## src/rtl/wm8731_ctrl_tx.sv

```systemverilog
// Two-wire control transmitter for the WM8731: one 3-byte register write per start request.
// Optional ACK checking is enabled by defining WM_ACK_CHECK_EN.
module wm8731_ctrl_tx #(
    parameter logic [6:0] DEV_ADDR = 7'b0011010
) (
    input  logic        clk,
    input  logic        reset,
    input  logic [1:0]  quart,
    input  logic [4:0]  nbit,
    input  logic        start,
    input  logic [15:0] word,
    input  logic        sdat_i,
    output logic        sclk,
    output logic        sdat_oe,
    output logic        busy,
    output logic        done,
    output logic        nack
);

    typedef enum logic [1:0] {
        ST_IDLE,
        ST_ALIGN,
        ST_RUN
    } state_e;

    localparam logic [4:0] SLOT_START = 5'd0;
    localparam logic [4:0] SLOT_STOP  = 5'd28;
    localparam logic [4:0] SLOT_END   = 5'd29;

    state_e      state_q, state_d;
    logic [1:0]  quart_q;
    logic [15:0] word_q, word_d;
    logic        sclk_q, sclk_d;
    logic        oe_q, oe_d;
    logic        done_q, done_d;
    logic        nack_q, nack_d;

    logic        tick;
    logic [26:0] frame;
    logic        slot_sclk;
    logic        slot_oe;

    assign tick  = (quart != quart_q);
    // ACK positions hold 1 so the bus is released while the codec answers.
    assign frame = {DEV_ADDR, 1'b0, 1'b1, word_q[15:8], 1'b1, word_q[7:0], 1'b1};

    // Bus levels for the slot/quarter currently presented by the counter.
    always_comb begin
        // NOTE: every combinational output gets a default first so no path leaves it unassigned (no latch).
        slot_sclk = 1'b1;
        slot_oe   = 1'b0;
        if (nbit == SLOT_START) begin
            slot_sclk = (quart == 2'd1) || (quart == 2'd2);
            slot_oe   = quart[1];
        end else if (nbit == SLOT_STOP) begin
            slot_sclk = (quart != 2'd0);
            slot_oe   = !quart[1];
        end else if (nbit < SLOT_STOP) begin
            slot_sclk = (quart == 2'd1) || (quart == 2'd2);
            slot_oe   = !frame[5'd27 - nbit];
        end
    end

    always_comb begin
        state_d = state_q;
        word_d  = word_q;
        sclk_d  = sclk_q;
        oe_d    = oe_q;
        done_d  = 1'b0;
        nack_d  = nack_q;

        case (state_q)
            ST_IDLE: begin
                sclk_d = 1'b1;
                oe_d   = 1'b0;
                if (start) begin
                    word_d  = word;
                    nack_d  = 1'b0;
                    state_d = ST_ALIGN;
                end
            end

            ST_ALIGN: begin
                sclk_d = 1'b1;
                oe_d   = 1'b0;
                if (tick && (quart == 2'd0) && (nbit == SLOT_START)) begin
                    state_d = ST_RUN;
                    sclk_d  = slot_sclk;
                    oe_d    = slot_oe;
                end
            end

            ST_RUN: begin
                if (done_q) begin
                    // busy stays high through the done cycle, so a start there is ignored.
                    state_d = ST_IDLE;
                    sclk_d  = 1'b1;
                    oe_d    = 1'b0;
                end else if (tick) begin
                    if ((nbit == SLOT_END) && (quart == 2'd0)) begin
                        done_d = 1'b1;
                        sclk_d = 1'b1;
                        oe_d   = 1'b0;
                    end else begin
                        sclk_d = slot_sclk;
                        oe_d   = slot_oe;
                    end
`ifdef WM_ACK_CHECK_EN
                    if ((quart == 2'd2) && sdat_i &&
                        ((nbit == 5'd9) || (nbit == 5'd18) || (nbit == 5'd27))) begin
                        nack_d = 1'b1;
                    end
`endif
                end
            end

            default: begin
                state_d = ST_IDLE;
            end
        endcase

`ifndef WM_ACK_CHECK_EN
        // The pad input is deliberately ignored in this build; nack is tied low.
        nack_d = 1'b0 & sdat_i;
`endif
    end

    always_ff @(posedge clk) begin
        if (!reset) begin
            state_q <= ST_IDLE;
            quart_q <= quart;
            word_q  <= '0;
            sclk_q  <= 1'b1;
            oe_q    <= 1'b0;
            done_q  <= 1'b0;
            nack_q  <= 1'b0;
        end else begin
            // NOTE: non-blocking assignments so every register samples the pre-edge values.
            state_q <= state_d;
            quart_q <= quart;
            word_q  <= word_d;
            sclk_q  <= sclk_d;
            oe_q    <= oe_d;
            done_q  <= done_d;
            nack_q  <= nack_d;
        end
    end

    assign sclk    = sclk_q;
    assign sdat_oe = oe_q;
    assign busy    = (state_q != ST_IDLE);
    assign done    = done_q;
    assign nack    = nack_q;

endmodule
```

## config.mk

```make
export PLATFORM = sky130hd
export DESIGN_NAME = wm8731_ctrl_tx
export DESIGN_NICKNAME = d
export VERILOG_FILES = /design/src/rtl/wm8731_ctrl_tx.sv
export SDC_FILE = /design/constraint.sdc
export NUM_CORES = 1
export LEC_CHECK = 0
export CAP_MARGIN = 0
export CORE_AREA = 2 2 56 58
export DETAILED_ROUTE_END_ITERATION = 7
export DIE_AREA = 0 0 58 60
export GPL_ROUTABILITY_DRIVEN = 0
export PLACE_DENSITY = 0.77
export SYNTH_ARGS = -nofsm -noshare
export SYNTH_HDL_FRONTEND = slang
export SYNTH_SLANG_ARGS = --single-unit
```

## constraint.sdc

```tcl
create_clock -name clk -period 2.5 [get_ports clk]
set_input_delay 0.375 -clock clk [delete_from_list [all_inputs] [get_ports clk]]
set_output_delay 0.375 -clock clk [all_outputs]
set_load 0.02 [all_outputs]
```

==> out/metrics.cfg <==
[final_layout]
nFillCells=260
final_common_cell=nand2_1
multi_input_area_um2=813
nNetsFinal=222
drive_gt1_share_pct=4.86
final_cell_mix=35 x nand2_1, 29 x clkdlybuf4s50_1, 23 x dfxtp_1
diodes=0
regArea_um2=460
syn_to_final_growth_pct=24.2

[synth]
ys_ff_latch=23
synth_nets=194
yosysSeqAreaShare_pct=33.9
syn_area_mm2=0.00136
ys_types=43
synth_top_family_by_area=compound AO/OA/AOI/OAI gates
synth-compound-area-share_pct=23.5
synth_cells=158
yosysWarnings=0
synth.area.mux_share_pct=5.81
synth-simple-area-share_pct=20.1
synth_xor_area_share_pct=1.94
syn_area_per_cell_um2=8.58
synth_fa_ha_area_share_pct=8.30

[clock_tree]
cts_inserted_buffers=3
tritoncts=done
ctsHoldBuffers=0
cts_setup_buffers=0
clockRootBuffer=clkbuf_4
clkSinkCount=23
cts_max_path_buffers=2
h-tree-depth=1
worstSkewPairLatency_ns=0.31
cts.clk_slew.worst_paths_ns=0.12
ctsResizeCount=0

[global_routing]
grt_pass1_wl_um=4780
antenna_found_initial=0
grt_pass1_vias=1158
grt_usage_pct=17.6
grt_start_max_net_pins=22
overflow=0

[critical_path]
cp_slowest_cell=clkdlybuf4s50_1
startpoint_type=register
required_ns=2.12
path_max_fanout=4
cp_common_cell=inv_1
critPathTopFamily=buffers and inverters
critPathCaptureType=output pin
cp-startpoint=state_q[0]
critical_path_arrival_ns=1.72
cp_slowest_stage_delay_ns=0.60
path_class=reg -> out
critPathBufInv=3
path_cells=inv_1 > ha_1 > inv_1 > clkdlybuf4s50_1
r2r_start=state_q[0]

[worst_hold_path]
min_path_type=reg -> reg
worstHoldStart=word_q[0]

[pwr]
power_leakage_uw=0.000680
clock_power_share_pct=21.6
seq_power_share_pct=51.4
p_switching_uw=231
pwr-share-comb_pct=27.0
cellPowerDensity_mw_per_mm2=472
ir_drop_mv=0.366
p_sw_share_pct=29.1
p_int_uw=563

[floorplanning]
coreArea_mm2=0.00290
start_util_pct=46.7
boundaryPins=32
die_y_um=60
die-area_mm2=0.00348
die_width_um=58
rows=20

[routing]
drc=0
met3_length_um=125
drt_pre_antenna_iters=4
avgViaCountPerCell=5.49
routed.top_layer=met4
drtAntennaViolNets=0
routed_wl_um=2710
wire_per_inst_um=12.4
vias=1197
drt_iter0_drc=24
met1Wirelength_um=1180
dr_wl_met2_um=1340

[sta]
fin_crit_sh_pct=83.8
fmax_mhz=477
slew_headroom_pct=58.4
hold_viol_final=0
maxSlewViolCount=0
setup_tns_ns=0
finalClockSkew_ns=0.00278
worst_slew_pin_slew_ns=0.622
rsz0062_at_grt=false
setup_violations=0
holdWs_ns=0.462
period_minus_slack_ns=2.10

[run_status]
status=complete, no violations

[flow_run]
timing.max_cap.violations=0

[placed_design]
hpwl_um=2080
portBuffers=29

==> state kept, by name, indices dropped and copies added (netlist names) <==
name,cells
done,1
quart_q,2
sclk,1
sdat_oe,1
state_q,2
word_q,16
==> metrics by stage <==
| step | setup slack (ns) | util [%] | cell area (µm²) | total power, µW | std cells |
|---|---|---|---|---|---|
| after floorplan | 0.510 | - | 1360 | 551 | 158 |
| after global placement | 0.177 | 57.1 | 1660 | 624 | 214 |
| after detailed placement | 0.167 | 57.1 | 1660 | 631 | 214 |
| after CTS | 0.388 | 58.0 | 1680 | 802 | 218 |
| after global routing | 0.310 | 58.0 | 1680 | 844 | 218 |
| final | 0.405 | 58.0 | 1680 | 794 | 218 |
==> power groups by stage <==
stage	registers, µW	clock network (µW)	logic, µW
final	408	172	215
after global routing	411	192	242
after CTS	408	178	216
after detailed placement	417	0	214
after global placement	415	0	209
after floorplan	414	0	136
==> synthesized netlist by cell type (all sizes together) <==
cell	count	share of area (%)
o211ai	2	1.1
clkbuf	6	1.7
a21boi	17	9.4
nor4	1	0.46
and3	1	0.46
a311oi	2	1.3
xor2	3	1.9
o211a	1	0.74
inv	8	2.2
nand2	35	9.7
nor4b	1	1.1
a221o	1	0.74
a21oi	2	1.0
or3b	1	0.65
buf	3	2.2
o21ai	8	3.0
o311ai	1	0.65
mux4	2	3.6
a221oi	1	0.65
mux2i	3	2.2
nor3	1	0.37
o311a	1	0.74
and2	1	0.46
nand3	1	0.37
conb	1	0.28
o2111ai	1	0.65
nor2b	4	1.8
a31oi	3	1.4
nor2	4	1.1
o31a	1	0.65
ha	9	8.3
dfxtp	23	34
and2b	1	0.55
o2111a	1	0.83
nand2b	4	1.8
o32a	1	0.74
and3b	1	0.65
or2b	1	0.55
==> layer usage <==
layer  global-route usage, %  up-vias
met1                    20.1      554
met5                       0        -
li1                        -      603
met3                    3.46        9
met4                    7.31        0
met2                    32.0       31
==> path summary, 6_finish.rpt <==
path / endpoint / slack [ns] / cells past startpoint
max: busy / 0.40 / 4
min: word_q[0] / 0.46 / 2
max reg2reg: sclk / 0.86 / 7
min reg2reg: word_q[0] / 0.46 / 2
==> worst register-to-register path, cell delays in order (launching register included) <==
cell and delay, ns:
dfxtp_1 0.36, inv_1 0.11, ha_1 0.23, nand2b_1 0.11
o311ai_1 0.38, a21oi_1 0.06, and3_1 0.21, o21ai_1 0.12
==> area by class of cell <==
| cell class | count | area share (%) |
|---|---|---|
| tap | 33 | 2.45 |
| sequential | 23 | 27.3 |
| timing repair buffer | 32 | 18.6 |
| inverter | 8 | 1.78 |
| multi-input combinational | 118 | 48.3 |
| clock buffer | 4 | 1.56 |
==> cells by family after synthesis <==
kind of cell / count (synthesis)
AOI/OAI and AO/OA: 43
xor gates and xnor gates: 3
adders and majority gates: 9
buffers and inverters: 17
DFF: 23
muxes: 5
other: 1
and+or+nand+nor: 57
Power figures use the tool's default switching activity.
==> edit 1 (config.mk and constraints unchanged) <==
Encoding of `state_e`: now one-hot (3 bits for 3 states).
--- a/src/rtl/wm8731_ctrl_tx.sv
+++ b/src/rtl/wm8731_ctrl_tx.sv
@@ -17,10 +17,10 @@
     output logic        nack
 );
 
-    typedef enum logic [1:0] {
-        ST_IDLE,
-        ST_ALIGN,
-        ST_RUN
+    typedef enum logic [2:0] {
+        ST_IDLE  = 3'b001,
+        ST_ALIGN = 3'b010,
+        ST_RUN   = 3'b100
     } state_e;
 
     localparam logic [4:0] SLOT_START = 5'd0;
Function: same outputs for any inputs over 10 cycles, from zero or initial values and one cycle with reset low; not proved beyond that.
==> edit 1 against the unedited design <==
- via count is essentially flat
- sequential power grew 2%
- sequential share of layout area grew 0.49 points
- synthesized cell count rose by 5.7%
- wire length increased by 1.4%
- power grew 9.5%
- sequential cell count rose by 1
- clock skew decreased by 0.0022 ns
- die area is the same
- setup slack lost 0.14 ns
- critical path depth grew 3
- synthesized area fell by 0.37%
- final area grew 2.5%
- largest cell class unchanged
- largest power group unchanged
- highest routed layer unchanged
==> edit 1: results (changes against the unedited design) <==
Status
  • Status: finished, final reports clean (unchanged)

Worst setup path
  • Critical path startpoint: nbit[0] (was state_q[0])
  • R2R Path End: sdat_oe (was sclk)
  • Worst-path fanout max: 7 (was 4)
  • R2R Setup Slk: 0.71 ns (was 0.86 ns)
  • Worst Path Arrival: 2.48 ns (was 1.72 ns)
  • Reg-to-reg critical path startpoint: word_q[9] (was state_q[0])
  • CP endpoint: sdat_oe (was busy)
  • Reg2reg path depth: 6 (was 7)

Route
  • Max Used Layer: met4 (unchanged)
  • WL met1: 1232 um (was 1183 um)
  • DR WL met3: 99 um (was 125 um)
  • Met2 wire length: 1412 um (was 1338 um)
  • Via-per-instance ratio: 5.254 (was 5.491)
  • Initial DRC Count: 28 (was 24)
  • Routed wire length: 2752 um (was 2713 um)

Global routing
  • Tot GR Track Use: 17.35% (was 17.60%)
  • Met2 usage: 33.77% (was 31.98%)
  • GR met1 Demand/Resource: 20.16% (was 20.11%)
  • First-pass GRT wire length: 4747 um (was 4781 um)
  • GRT Max-Usage Layer: met2 (unchanged)
  • Vias in the first global route: 1148 (was 1158)
  • Initial antenna violation count: 0 (unchanged)
  • M3 GR Usage: 2.597% (was 3.463%)
  • Largest net degree at the start of global routing: 23 (was 22)

Timing
  • Slew @ Worst Pin: 0.6386 ns (was 0.6219 ns)
  • Clk_skew: 0.0006048 ns (was 0.002778 ns)
  • Post-Route Hold Slack: 0.4695 ns (was 0.4616 ns)

Clocking
  • H-tree Lvls: 1 (unchanged)
  • Clk_lat worst skew: 0.31 ns (about the same)
  • Deepest clock path buffer count: 2 (unchanged)
  • PostCTS Resize Cnt: 0 (unchanged)
  • Clock buffer count from CTS: 3 (unchanged)
  • Clock transition at path regs: 0.13 ns

Place
  • DP Area: 1674 sq um (was 1658 sq um)
  • DP HPWL: 2066 um (was 2080 um)
  • Port buffer count: 29 (unchanged)

Synth
  • Asr flop ratio synth: 0% (unchanged)
  • Syn_nets: 198 (was 194)
  • Commonest cells post-synth: nand2_1 (39), dfxtp_1 (24), a21boi_0 (16) (was nand2_1 (35), dfxtp_1 (23), a21boi_1 (13))
  • Yosys cell types: 43 (unchanged)
  • Register area share after synthesis: 35.56% (was 33.95%)
  • Largest cells by area after synthesis: dfxtp_1 (36%), nand2_1 (11%), a21boi_0 (8.9%) (was dfxtp_1 (34%), nand2_1 (9.7%), ha_1 (8.3%))

Min path
  • Hold Crit Start: sdat_oe (was word_q[0])
  • Hold Path Class: reg -> reg (unchanged)
  • Hold endpoint: sdat_oe (was word_q[0])

Layout
  • Largest regs: word_q x16, state_q x3, quart_q x2 (was word_q x16, quart_q x2, state_q x2)
  • # fillers: 269 (was 260)
  • Fraction of layout cells with a size suffix above 1: 10.26% (was 4.865%)
  • Area of the multi-input gates: 783.3 sq um (was 813.3 sq um)
  • Nets: 227 (was 222)

Power and ir drop
  • Max VDD drop: 331.0 uV (was 366.3 uV)
  • Leak pwr: 0.6597 nW (was 0.6803 nW)
-- edit 1: cell count changes after synthesis, sizes merged, moves of 3 or more --
| cell | unedited run | this run |
|---|---|---|
| nor2 | 4 | 10 |
| ha | 9 | 4 |
| nand2 | 35 | 39 |
| nor3 | 1 | 5 |
| o21ai | 8 | 4 |
| a2111oi | 0 | 3 |
| buf | 3 | 6 |
| mux2 | 0 | 3 |
| nand3 | 1 | 4 |
| nor3b | 0 | 3 |
-- edit 1: where the power goes --
group | switching (mW) | internal, mW | total [mW] | leakage [nW]
Clock | 0.118 | 0.162 | 0.280 | 0.0279
Combinational | 0.0802 | 0.0908 | 0.171 | 0.435
Sequential | 0.0149 | 0.404 | 0.418 | 0.197
-- edit 1: final cells by class --
type | count | area share (%)
clock buffers | 3 | 1.304
well taps | 33 | 2.391
inverters | 7 | 1.522
flip-flops and latches | 24 | 27.83
multi-input cells | 124 | 45.36
clock inverters | 1 | 1.739
repair buffers | 36 | 19.86
-- edit 1: worst max-delay path: stages --
cell and delay (ns):
clkdlybuf4s50_1 0.65, mux4_2 0.54, nor2_1 0.11, nor4_1 0.06, a2111oi_1 0.40, o2111ai_1 0.17, a21boi_1 0.18
-- edit 1: per-stage QoR --
| stage | cells | power, mW | setup WS (ns) |
|---|---|---|---|
| after floorplan | 167 | 0.5262 | 0.5934 |
| after global placement | 224 | 0.5927 | 0.006124 |
| after detailed placement | 224 | 0.5980 | 0.0005347 |
| after CTS | 228 | 0.8776 | 0.2674 |
| after global routing | 228 | 0.9166 | 0.1306 |
| final | 228 | 0.8698 | 0.2680 |
-- edit 1: logic make-up after synthesis --
kind of cell    share of synthesized area (%)
xor+xnor                                2.593
simple gates                            24.82
other cells                            0.2775
buf+inv                                 6.482
fa+ha+maj                               3.704
mux                                     5.185
compound gates                          21.39
flops                                   35.56
==> edit 2 (same settings) <==
Made on the original files. Add a define of `WM_ACK_CHECK_EN`.
--- a/src/rtl/wm8731_ctrl_tx.sv
+++ b/src/rtl/wm8731_ctrl_tx.sv
@@ -1,5 +1,7 @@
 // Two-wire control transmitter for the WM8731: one 3-byte register write per start request.
 // Optional ACK checking is enabled by defining WM_ACK_CHECK_EN.
+`define WM_ACK_CHECK_EN
+
 module wm8731_ctrl_tx #(
     parameter logic [6:0] DEV_ADDR = 7'b0011010
 ) (
Formal check against the unedited RTL: not equivalent (a bounded check fails within 4 cycles, from zero or initial values and one cycle with reset low).
==> edit 2 against the unedited design <==
- first-iteration DRC count increased by 17%
- sequential cell count grew 1
- register-to-register slack lost 0.25 ns
- sequential share of layout area fell by 1.1 points
- synthesized cell count grew 12%
- maximum frequency fell by 4.3%
- via count rose by 9.9%
- final area rose by 8.7%
- setup slack got worse by 0.095 ns
- synthesized area grew 6.8%
- wire length up 19%
- critical path type is now in -> reg
- highest routed layer unchanged
Power is not compared: it rests on default switching activity, and its combinational part moved more than twofold at a synthesized area within 25%.
==> edit 2: results (changes against the unedited design) <==
Status
  • Status: finished, final reports clean (unchanged)

Clocking
  • Root Buffer: clkbuf_4 (unchanged)
  • Deepest clock path buffer count: 2 (unchanged)

Global routing
  • M3 GR Usage: 2.814% (was 3.463%)
  • Met2 usage: 35.23% (was 31.98%)
  • Initial antenna violation count: 0 (unchanged)
  • GR met1 Demand/Resource: 23.87% (was 20.11%)
  • First-pass GRT wire length: 5230 um (was 4781 um)
  • Tot GR Track Use: 19.75% (was 17.60%)
  • Largest net degree at the start of global routing: 21 (was 22)

Route
  • Via-per-instance ratio: 5.461 (was 5.491)
  • DR WL/cell: 13.35 um (was 12.44 um)
  • Initial DRC Count: 28 (was 24)

Place
  • DP Area: 1808 sq um (was 1658 sq um)
  • DP HPWL: 2440 um (was 2080 um)
  • Port buffer count: 31 (was 29)

Synth
  • Register area share after synthesis: 33.16% (was 33.95%)
  • Yosys cell types: 40 (was 43)
  • Mapped Cells: 177 (was 158)
  • Commonest cells post-synth: nand2_1 (38), dfxtp_1 (24), a21oi_1 (20) (was nand2_1 (35), dfxtp_1 (23), a21boi_1 (13))
  • Largest cells by area after synthesis: dfxtp_1 (33%), ha_1 (10%), nand2_1 (9.8%) (was dfxtp_1 (34%), nand2_1 (9.7%), ha_1 (8.3%))

Worst setup path
  • Worst-path fanout max: 3 (was 4)
  • Critical path startpoint: nbit[2] (was state_q[0])
  • R2R Setup Slk: 0.61 ns (was 0.86 ns)
  • Worst Path Arrival: 2.39 ns (was 1.72 ns)

Timing
  • Rel. slew slack: 54.87% (was 58.41%)
  • Clk_skew: 0.003049 ns (was 0.002778 ns)

Min path
  • Hold Crit Start: word_q[7] (was word_q[0])

Layout
  • Fraction of layout cells with a size suffix above 1: 6.250% (was 4.865%)
  • Nets: 249 (was 222)
  • Non-filler cells, final: 241 (was 218)
  • # fillers: 267 (was 260)
## edit 2: cell count changes after synthesis, moves of 3 or more
cell      delta
nand2_1      +3
o21ai_0      -3
a21oi_1     +19
a21boi_1    -13
a21boi_0     -4
inv_1        +6
ha_1         +3
nor2b_1      -3
mux2i_1      +4
## edit 2: area by class of cell
| type | instances | share of cell area, % |
|---|---|---|
| Sequential cell | 24 | 26.25 |
| Timing Repair Buffer | 36 | 19.00 |
| Clock buffer | 3 | 1.230 |
| Multi-Input combinational cell | 131 | 48.39 |
| Inverter | 14 | 2.871 |
| Tap cell | 33 | 2.256 |
## edit 2: where the power goes
group          internal, mW  total, mW  switching (mW)
logic                 0.220      0.491           0.270
registers             0.444      0.484          0.0401
clock network        0.0564      0.169           0.112
## edit 2: worst paths after layout
| check | cells after the start | endpoint |
|---|---|---|
| worst min register to register | 2 | word_q[7] |
| worst max register to register | 7 | sdat_oe |
| worst max-delay path | 8 | state_q[0] |
| worst min-delay path | 2 | word_q[7] |
## edit 2: cells by family after synthesis
| family | after synthesis | synth area share (%) |
|---|---|---|
| compound gates | 41 | 20.21 |
| xor+xnor | 3 | 1.814 |
| fa+ha+maj | 12 | 10.36 |
| buf+inv | 22 | 5.700 |
| flops | 24 | 33.16 |
| mux | 8 | 6.390 |
| simple gates | 67 | 22.37 |
## edit 2: through the flow
stage                     hold slack (ns)  utilization, %  setup slack (ns)  power (mW)
after global placement             0.4407           62.28           0.05099      0.9571
after global routing               0.4796           63.06            0.1832       1.223
after detailed placement           0.4474           62.28          0.005925      0.9827
final                              0.4655           63.06            0.3097       1.144
after floorplan                    0.4027               -            0.3832      0.8212
after CTS                          0.4642           63.06            0.2981       1.147
## edit 2: metal layers
layer / vias to the layer above / routed length, um
met3: 5 / 151
met4: 0 / 43
met2: 34 / 1478
li1: 679 / -
met1: 598 / 1544
met5: - / 0
## edit 2: critical path, stage by stage
cell	delay, ns
clkdlybuf4s50_1	0.43
inv_1	0.09
ha_1	0.19
or4b_4	0.50
a211oi_1	0.32
o211a_1	0.24
mux2i_1	0.19
nor2_1	0.05
